===== src/rtl/zjh_mux_scan.sv =====
// N-channel, W-bit registered selector with active-low enable and a
// round-robin scan mode that presents each channel for DWELL un-held cycles.
module zjh_mux_scan #(
  parameter int CH    = 4,
  parameter int W     = 1,
  parameter int DWELL = 4,
  parameter int SELW  = $clog2(CH)
) (
  input  logic              clk,
  input  logic              rst,
  input  logic [CH*W-1:0]   DateIn,
  input  logic [SELW-1:0]   Sel,
  input  logic              Enable,
  input  logic              Mode,
  input  logic              Hold,
  output logic [W-1:0]      DateOut,
  output logic [SELW-1:0]   Chan,
  output logic              Valid
);

  localparam int CW = $clog2(DWELL) + 1;
  localparam logic [CW-1:0]   LAST_CNT = CW'(DWELL - 1);
  localparam logic [SELW-1:0] LAST_CH  = SELW'(CH - 1);

  logic [SELW-1:0] scan_idx;
  logic [CW-1:0]   dwell_cnt;
  logic            sel_legal;
  logic [W-1:0]    man_data;
  logic [W-1:0]    scan_data;

  // An index with no matching channel yields zero, which covers Sel >= CH.
  function automatic logic [W-1:0] pick(input logic [CH*W-1:0] data,
                                        input logic [SELW-1:0] idx);
    logic [W-1:0] r;
    r = '0;
    for (int i = 0; i < CH; i++) begin
      r = (idx == SELW'(i)) ? data[i*W +: W] : r;
    end
    return r;
  endfunction

  always_comb begin
    sel_legal = ({1'b0, Sel} < (SELW+1)'(CH));
    man_data  = pick(DateIn, Sel);
    scan_data = pick(DateIn, scan_idx);
  end

  // Priority: reset, disable, manual, scan (with Hold gating the step).
  always_ff @(posedge clk or posedge rst) begin
    if (rst) begin
      DateOut   <= '0;
      Chan      <= '0;
      Valid     <= 1'b0;
      scan_idx  <= '0;
      dwell_cnt <= '0;
    end else if (Enable) begin
      DateOut   <= '0;
      Chan      <= '0;
      Valid     <= 1'b0;
      scan_idx  <= '0;
      dwell_cnt <= '0;
    end else if (!Mode) begin
      DateOut   <= man_data;
      Chan      <= Sel;
      Valid     <= sel_legal;
      scan_idx  <= '0;
      dwell_cnt <= '0;
    end else begin
      DateOut <= scan_data;
      Chan    <= scan_idx;
      Valid   <= 1'b1;
      if (!Hold) begin
        if (dwell_cnt == LAST_CNT) begin
          dwell_cnt <= '0;
          scan_idx  <= (scan_idx == LAST_CH) ? '0 : scan_idx + SELW'(1);
        end else begin
          dwell_cnt <= dwell_cnt + CW'(1);
        end
      end
    end
  end

endmodule


===== config.mk =====
export PLATFORM = sky130hd
export DESIGN_NAME = zjh_mux_scan
export DESIGN_NICKNAME = d
export VERILOG_FILES = /design/src/rtl/zjh_mux_scan.sv
export SDC_FILE = /design/constraint.sdc
export NUM_CORES = 1
export LEC_CHECK = 0
export CAP_MARGIN = 20
export CELL_PAD_IN_SITES_DETAIL_PLACEMENT = 0
export CELL_PAD_IN_SITES_GLOBAL_PLACEMENT = 1
export CORE_MARGIN = 10
export CORE_UTILIZATION = 32
export CTS_CLUSTER_SIZE = 8
export DETAILED_ROUTE_END_ITERATION = 10
export PLACE_DENSITY = 0.85
export SYNTH_ARGS = -nofsm -noshare
export SYNTH_HDL_FRONTEND = slang
export SYNTH_SLANG_ARGS = --single-unit

===== constraint.sdc =====
create_clock -name clk -period 1.7 [get_ports clk]
set_input_delay 0.425 -clock clk [delete_from_list [all_inputs] [get_ports clk]]
set_output_delay 0.425 -clock clk [all_outputs]
set_load 0.005 [all_outputs]

==> results.json, run 1 <==
{
  "yosysTopAreaCell": "dfrtp_1",
  "drv_cap": 0,
  "required_ns": 1.84,
  "seq_area_sq_um": 225,
  "synth-compound-area-share": 0.140,
  "critical_path_arrival_ns": 1.66,
  "critPathLaunch": "scan_idx[1]",
  "yosysTopAreaCellShare": 0.457,
  "fp.dieW_microns": 59.3,
  "slew_violations": 0,
  "wl_per_cell_microns": 11.9,
  "n_fill_cell": 134,
  "post_synth_fa_ha_maj_area_fraction": 0.127,
  "grt_pass1_wl_microns": 1850,
  "start_kind": "flop",
  "cts_setup_buffers": 0,
  "path_delay_family": "compound AO/OA/AOI/OAI gates",
  "clk_pin_slew_worst_paths_ns": 0.06,
  "nets": 90,
  "fmax_ghz": 0.655,
  "synth.area.mux_share": 0.0406,
  "placed_cells": 85,
  "ys_seq_elements": 9,
  "grt_overflow": 0,
  "wl_microns": 1060,
  "die_h_microns": 59.3,
  "place_hpwl_microns": 917,
  "hp-class": "in -> async",
  "rr_startpoint": "scan_idx[1]",
  "synth_top_family_by_area": "simple AND/OR/NAND/NOR gates",
  "track_usage": 0.0687,
  "hold_buffers": 0,
  "routabilityCongestion": 0.711,
  "netlist_area_sq_um": 493,
  "pwr-share-comb": 0.151,
  "min_period_over_period": 0.897,
  "antenna_found_initial": 0,
  "post_cts_resized": 0,
  "clockBufferDepth": 2,
  "syn2layout_area_growth_pct": 45.4,
  "end_kind": "flop",
  "tns_ns": 0,
  "intPower_uw": 353,
  "synthXorXnorAreaFrac": 0.0178,
  "num_rows": 14,
  "p_sw_frac": 0.215,
  "ios": 15,
  "power_density_mw_per_mm2": 627,
  "multi_input_area_sq_um": 245,
  "ff2ff_setup_slack_ns": 0.17,
  "crit_slowest_cell": "dfrtp_1",
  "tightest_slew_ns": 0.473,
  "syn_area_per_cell_sq_um": 9.86,
  "worstSetupPathType": "reg -> reg",
  "syn-num-nets": 66,
  "synth.yosys.seq_area_share": 0.457,
  "via_count": 434,
  "maxSlewHeadroom": 0.677,
  "hold_viol_final": 0,
  "clk_latency_ns": 0.26,
  "insertedDiodeCount": 0,
  "drc": 0,
  "postRouteAntennaNets": 0,
  "ys_types": 18,
  "reg2reg_to": "DateOut",
  "drt_iter0_drc": 6,
  "layout_setup_ws_ns": 0.174,
  "critical_path_buf_inv_count": 1,
  "io_buffers": 14,
  "synth_area_leaders": "dfrtp_1, ha_1, inv_1, a21oi_1, mux2i_1",
  "cp_max_fo": 3,
  "start_util": 0.331,
  "pre_cts_ws_ns": -0.0443,
  "netlist_instances": 50,
  "outcome": "finished clean",
  "cts_root_buf": "clkbuf_4",
  "clkPwrFrac": 0.354,
  "rsz0062_at_grt": "no",
  "via_per_inst": 4.88,
  "setup_viol": 0,
  "fin_cells": 89,
  "first_pass_iters": 2,
  "finClkSkew_ns": 0.00637,
  "seqPwrFrac": 0.495,
  "grt_pass1_vias": 447,
  "path_cells": "inv_1 > ha_1 > nand3b_1 > a221o_1 > a2111oi_1",
  "die_area_sq_mm": 0.00351,
  "yosys.area_share.simple": 0.173,
  "cts_tree": "done",
  "cts_buffers": 3,
  "p_leak_nw": 0.321,
  "grt_max_degree": 10,
  "vdd_drop_max_uv": 362,
  "netSwitchingPower_uw": 96.7,
  "min_period_ns": 1.53,
  "hold_slack_ns": 0.420,
  "ys_warn_count": 0,
  "clkSinkCount": 9,
  "cpPeakStageDelay_ns": 0.38,
  "rr_worst_depth": 5,
  "h-tree-depth": 1,
  "core_area_sq_mm": 0.00149,
  "drive_gt1_frac": 0.110
}
## layout by cell type (no fill, tap or decap), drive strengths merged, types with 2 or more instances in the layout
cell / instances
a2111oi: 2
a21oi: 4
buf: 5
clkbuf: 4
clkdlybuf4s50: 14
dfrtp: 9
ha: 5
inv: 6
mux2i: 2
nand2: 5
nand2b: 2
nand3b: 2
nor2: 5
nor2b: 2
## worst max-delay path by stage
| stage | to | slack (ns) | depth (start not counted) |
|---|---|---|---|
| after floorplan | DateOut | 0.24 | 5 |
| after global placement | DateOut | -0.02 | 4 |
| after detailed placement | DateOut | -0.04 | 4 |
| after CTS | DateOut | 0.16 | 5 |
| after global routing | DateOut | 0.05 | 5 |
| final | DateOut | 0.17 | 5 |
## state kept, by name, summed over array words and instances, names as in the netlist
signal / count
Chan: 2
scan_idx: 2
Valid: 1
dwell_cnt: 3
DateOut: 1
## through the flow
stage | instance area, sq um | power, mW | utilization
floorplan | 493 | 0.247 | -
detailed placement | 691 | 0.295 | 0.464
finish | 717 | 0.450 | 0.482
global placement | 691 | 0.294 | 0.464
global route | 717 | 0.475 | 0.482
CTS | 717 | 0.460 | 0.482
## logic make-up after synthesis
family                   Yosys count
multiplexers                       2
AND/OR/NAND/NOR                   17
buffers and inverters              6
adder cells (fa/ha/maj)            5
flip-flops                         9
XOR/XNOR                           1
AO/OA/AOI/OAI                     10
## layout make-up
cell class	instances	share of cell area
multi-input cells	35	0.342
flip-flops and latches	9	0.314
repair buffers	19	0.248
clock buffers	4	0.0366
inverters	6	0.0314
well taps	16	0.0279
## synth_stat cells
cell and instances:
nor2_1 5, a221o_1 1, a2111oi_0 1, nor3b_1 1, a21boi_0 1, inv_1 6, a211oi_1 1, nor2b_1 2
nand3b_1 2, a2111oi_1 1, dfrtp_1 9, xnor2_1 1, a21oi_1 4, nand2_1 5, o21ai_0 1, mux2i_1 2
ha_1 5, nand2b_1 2
## per-layer routing
layer	GRT usage	vias to the layer above	wire length [microns]
met3	0.0343	2	72
met1	0.0585	205	375
li1	-	218	-
met5	0	-	0
met4	0.0393	0	23
met2	0.125	9	583
## power by group through the flow
stage / logic [mW] / clock network (mW) / registers (mW)
floorplan: 0.0197 / 0 / 0.227
global placement: 0.0680 / 0 / 0.226
detailed placement: 0.0688 / 0 / 0.227
CTS: 0.0690 / 0.168 / 0.223
global route: 0.0758 / 0.176 / 0.223
finish: 0.0679 / 0.159 / 0.223
Note: power is estimated with default switching activity, not from simulation.
==> run 2: changes to the inputs <==
- CORE_MARGIN: 10 -> 3
- CTS_CLUSTER_DIAMETER: default -> 80
==> results.json, run 2 (synthesis gave the netlist of run 1 again) <==
{
  "h-tree-depth": 1,
  "clkPwrFrac": 0.357,
  "ff2ff_setup_slack_ns": 0.21,
  "via_per_inst": 4.69,
  "drc": 0,
  "ios": 15,
  "reg2reg_to": "DateOut",
  "wl_met2_microns": 444,
  "top_layer_used": "met3",
  "rsz0062_at_grt": "no",
  "via_count": 417,
  "final_common_cell": "clkdlybuf4s50_1",
  "first_pass_iters": 2,
  "netSwitchingPower_uw": 98.2,
  "num_rows": 13,
  "fp.dieW_microns": 45.3,
  "antenna_found_initial": 0,
  "end_kind": "output port",
  "crit_slowest_cell": "clkdlybuf4s50_1",
  "cts_root_buf": "clkbuf_4",
  "rr_startpoint": "scan_idx[1]",
  "fin_cells": 89,
  "required_ns": 1.27,
  "path_cells": "clkdlybuf4s50_1",
  "path_delay_family": "buffers and inverters",
  "critical_path_arrival_ns": 1.08,
  "syn2layout_area_growth_pct": 46.7,
  "seqPwrFrac": 0.493,
  "nets": 91,
  "insertedDiodeCount": 0,
  "hold_buffers": 0,
  "top_regs": "dwell_cnt (3), Chan (2), scan_idx (2)",
  "worstSetupPathType": "reg -> out",
  "totalPowerFinal_uw": 451,
  "power_density_mw_per_mm2": 624,
  "wl_microns": 945,
  "wl_per_cell_microns": 10.6,
  "final_cell_mix": "clkdlybuf4s50_1, dfrtp_1, inv_1, buf_4",
  "vdd_drop_max_uv": 355,
  "postRouteAntennaNets": 0,
  "intPower_uw": 353,
  "hp-class": "in -> async",
  "clk_latency_ns": 0.26,
  "routabilityCongestion": 0.677,
  "min_period_ns": 1.51,
  "regMostFlops": "dwell_cnt",
  "start_kind": "flop",
  "io_buffers": 14,
  "clk_pin_slew_worst_paths_ns": 0.06,
  "p_leak_nw": 0.327,
  "hold_viol_final": 0,
  "fmax_ghz": 0.664,
  "grt_pass1_vias": 404,
  "min_period_over_period": 0.886,
  "die_h_microns": 45.3,
  "cpPeakStageDelay_ns": 0.50,
  "start_util": 0.361,
  "wl_met1_microns": 448,
  "grt_overflow": 0,
  "critical_path_buf_inv_count": 1,
  "drive_gt1_frac": 0.122,
  "drv_cap": 0,
  "setup_viol": 0,
  "place_hpwl_microns": 800,
  "clkSinkCount": 9,
  "tns_ns": 0,
  "placed_cells": 85,
  "cp_max_fo": 1,
  "grt_max_degree": 10,
  "p_sw_frac": 0.218,
  "outcome": "finished clean",
  "grt_pass1_wl_microns": 1660,
  "cts_buffers": 3,
  "maxSlewHeadroom": 0.734,
  "slew_violations": 0,
  "wl_met3_microns": 53,
  "post_cts_resized": 0,
  "tightest_slew_ns": 0.389,
  "cts_setup_buffers": 0,
  "track_usage": 0.114,
  "die_area_sq_mm": 0.00205,
  "drt_iter0_drc": 2,
  "finClkSkew_ns": 0.00227,
  "clockBufferDepth": 2,
  "pwr-share-comb": 0.150,
  "cts_tree": "done",
  "rr_worst_depth": 5,
  "core_area_sq_mm": 0.00137,
  "largest_register_ffs": 3
}
## run 2: metal layers
| layer | up-vias | global-route usage |
|---|---|---|
| li1 | 217 | - |
| met1 | 188 | 0.132 |
| met2 | 12 | 0.181 |
| met3 | 0 | 0.0598 |
| met4 | 0 | 0.0351 |
| met5 | - | 0 |
## run 2: power by group through the flow
stage               combinational, mW  sequential (mW)  clock, mW
global placement               0.0679            0.226          0
global route                   0.0739            0.223      0.187
finish                         0.0677            0.223      0.161
CTS                            0.0687            0.223      0.168
detailed placement             0.0685            0.227          0
floorplan                      0.0197            0.227          0
## run 2: per-stage QoR
stage / utilization / area, sq um / setup WS (ns) / hold WS (ns)
final: 0.529 / 723 / 0.194 / 0.420
after detailed placement: 0.510 / 697 / -0.0165 / 0.522
after floorplan: - / 493 / 0.236 / 0.253
after CTS: 0.529 / 723 / 0.173 / 0.426
after global placement: 0.510 / 697 / -0.0200 / 0.511
after global routing: 0.529 / 723 / 0.103 / 0.452
## run 2: cell type report
| cell class | count | area (sq um) |
|---|---|---|
| Tap cell | 15 | 18.8 |
| Clock buffer | 4 | 26.3 |
| Inverter | 6 | 22.5 |
| Multi-Input combinational cell | 35 | 245 |
| Fill cell | 132 | 643 |
| Sequential cell | 9 | 225 |
| Timing Repair Buffer | 20 | 185 |
## run 2: worst max path at each step
stage	start	end	cells past startpoint
2_1_floorplan	scan_idx[1]	DateOut	5
3_3_place_gp	DateIn[1]	DateOut	4
3_5_place_dp	DateIn[1]	DateOut	4
4_1_cts	Chan[0]	Chan[0]	1
5_1_grt	scan_idx[1]	DateOut	5
6_report	Chan[0]	Chan[0]	1
## run 2: worst reg2reg max path, stage by stage, from the launching register on
cell	delay, ns
dfrtp_1	0.37
inv_1	0.07
ha_1	0.18
nand3b_1	0.15
a221o_1	0.29
a2111oi_1	0.32
==> run 3: changes to the inputs <==
- PLACE_DENSITY: 0.85 -> default
- PLACE_DENSITY_LB_ADDON: default -> 0.1
==> results.json, run 3 (synthesis gave the netlist of run 1 again) <==
{
  "outcome": "finished clean",
  "drive_gt1_frac": 0.122,
  "top_regs": "dwell_cnt (3), Chan (2), scan_idx (2)",
  "min_period_ns": 1.58,
  "placed_cell_area_sq_um": 697,
  "via_per_inst": 4.64,
  "hold_viol_final": 0,
  "h-tree-depth": 1,
  "seqPwrFrac": 0.496,
  "totalPowerFinal_uw": 449,
  "min_period_over_period": 0.928,
  "fin_util": 0.529,
  "path_delay_family": "compound AO/OA/AOI/OAI gates",
  "num_rows": 13,
  "grt_pass1_vias": 418,
  "clkSinkCount": 9,
  "pwr-share-comb": 0.152,
  "pre_cts_ws_ns": -0.0860,
  "power_density_mw_per_mm2": 620,
  "fp.dieW_microns": 45.3,
  "drt_iter0_drc": 2,
  "die_h_microns": 45.3,
  "rr_worst_depth": 5,
  "largest_register_ffs": 3,
  "setup_viol": 0,
  "first_pass_iters": 4,
  "rsz0062_at_grt": "no",
  "end_kind": "flop",
  "critical_path_arrival_ns": 1.70,
  "grt_pass1_wl_microns": 1700,
  "regMostFlops": "dwell_cnt",
  "cpPeakStageDelay_ns": 0.37,
  "tightest_slew_ns": 0.375,
  "critical_path_buf_inv_count": 1,
  "p_leak_nw": 0.327,
  "fmax_ghz": 0.634,
  "vdd_drop_max_uv": 306,
  "cts_setup_buffers": 0,
  "cts_buffers": 3,
  "wl_per_cell_microns": 11.2,
  "path_depth": 5,
  "intPower_uw": 353,
  "hp-class": "in -> async",
  "netSwitchingPower_uw": 95.8,
  "clk_pin_slew_worst_paths_ns": 0.06,
  "final_cell_mix": "clkdlybuf4s50_1, dfrtp_1, inv_1, buf_4",
  "insertedDiodeCount": 0,
  "required_ns": 1.82,
  "track_usage": 0.120,
  "core_area_sq_mm": 0.00137,
  "worstSetupPathType": "reg -> reg",
  "final_common_cell": "clkdlybuf4s50_1",
  "finClkSkew_ns": 0.00433,
  "io_buffers": 14,
  "cts_root_buf": "clkbuf_4",
  "p_sw_frac": 0.213,
  "start_kind": "flop",
  "ios": 15,
  "stdcell_area_sq_um": 723,
  "hold_buffers": 0,
  "drv_cap": 0,
  "path_cells": "inv_1 > ha_1 > nand3b_1 > a221o_1 > a2111oi_1",
  "cts_tree": "done",
  "met2_usage": 0.184,
  "maxSlewHeadroom": 0.743,
  "fin_cells": 89,
  "use_met1": 0.140,
  "cp_max_fo": 3,
  "clkPwrFrac": 0.353,
  "placed_cells": 85,
  "layout_setup_ws_ns": 0.123,
  "drc": 0,
  "grt_max_degree": 10,
  "routabilityCongestion": 0.714,
  "syn2layout_area_growth_pct": 46.7,
  "post_cts_resized": 0,
  "postRouteAntennaNets": 0,
  "antenna_found_initial": 0,
  "place_hpwl_microns": 817,
  "hold_slack_ns": 0.432,
  "tns_ns": 0,
  "wl_microns": 993,
  "crit_slowest_cell": "dfrtp_1",
  "clk_latency_ns": 0.25,
  "via_count": 413,
  "use_met3": 0.0478,
  "die_area_sq_mm": 0.00205,
  "clockBufferDepth": 2,
  "slew_violations": 0,
  "start_util": 0.361,
  "grt_overflow": 0,
  "busiest_layer": "met2",
  "nets": 91
}
-- run 3: cell counts in the layout (fill, tap and decap cells not counted) --
No cell type changed its count.
-- run 3: path summary, 6_finish.rpt --
path | slack [ns] | start | to
max | 0.12 | scan_idx[1] | DateOut
min | 0.43 | rst | dwell_cnt[1]
max reg2reg | 0.12 | scan_idx[1] | DateOut
min reg2reg | 0.53 | dwell_cnt[1] | dwell_cnt[1]
max in group asynchronous | 1.02 | rst | Chan[0]
min in group clk | 0.53 | dwell_cnt[1] | dwell_cnt[1]
-- run 3: layer usage --
layer | up-vias | share of wire
li1 | 217 | -
met1 | 187 | 0.46
met2 | 9 | 0.49
met3 | 0 | 0.051
met4 | 0 | 0
met5 | - | 0
-- run 3: area by class of cell --
type / instances / area, sq um
timing repair buffer: 20 / 185
clock buffer: 4 / 26.3
multi-input combinational: 35 / 245
sequential: 9 / 225
fill: 131 / 643
tap: 15 / 18.8
inverter: 6 / 22.5
-- run 3: power by group through the flow --
stage | combinational (mW) | clock, mW | sequential [mW]
floorplan | 0.0197 | 0 | 0.227
global placement | 0.0685 | 0 | 0.227
detailed placement | 0.0685 | 0 | 0.226
CTS | 0.0689 | 0.166 | 0.222
global route | 0.0744 | 0.177 | 0.223
finish | 0.0680 | 0.158 | 0.222
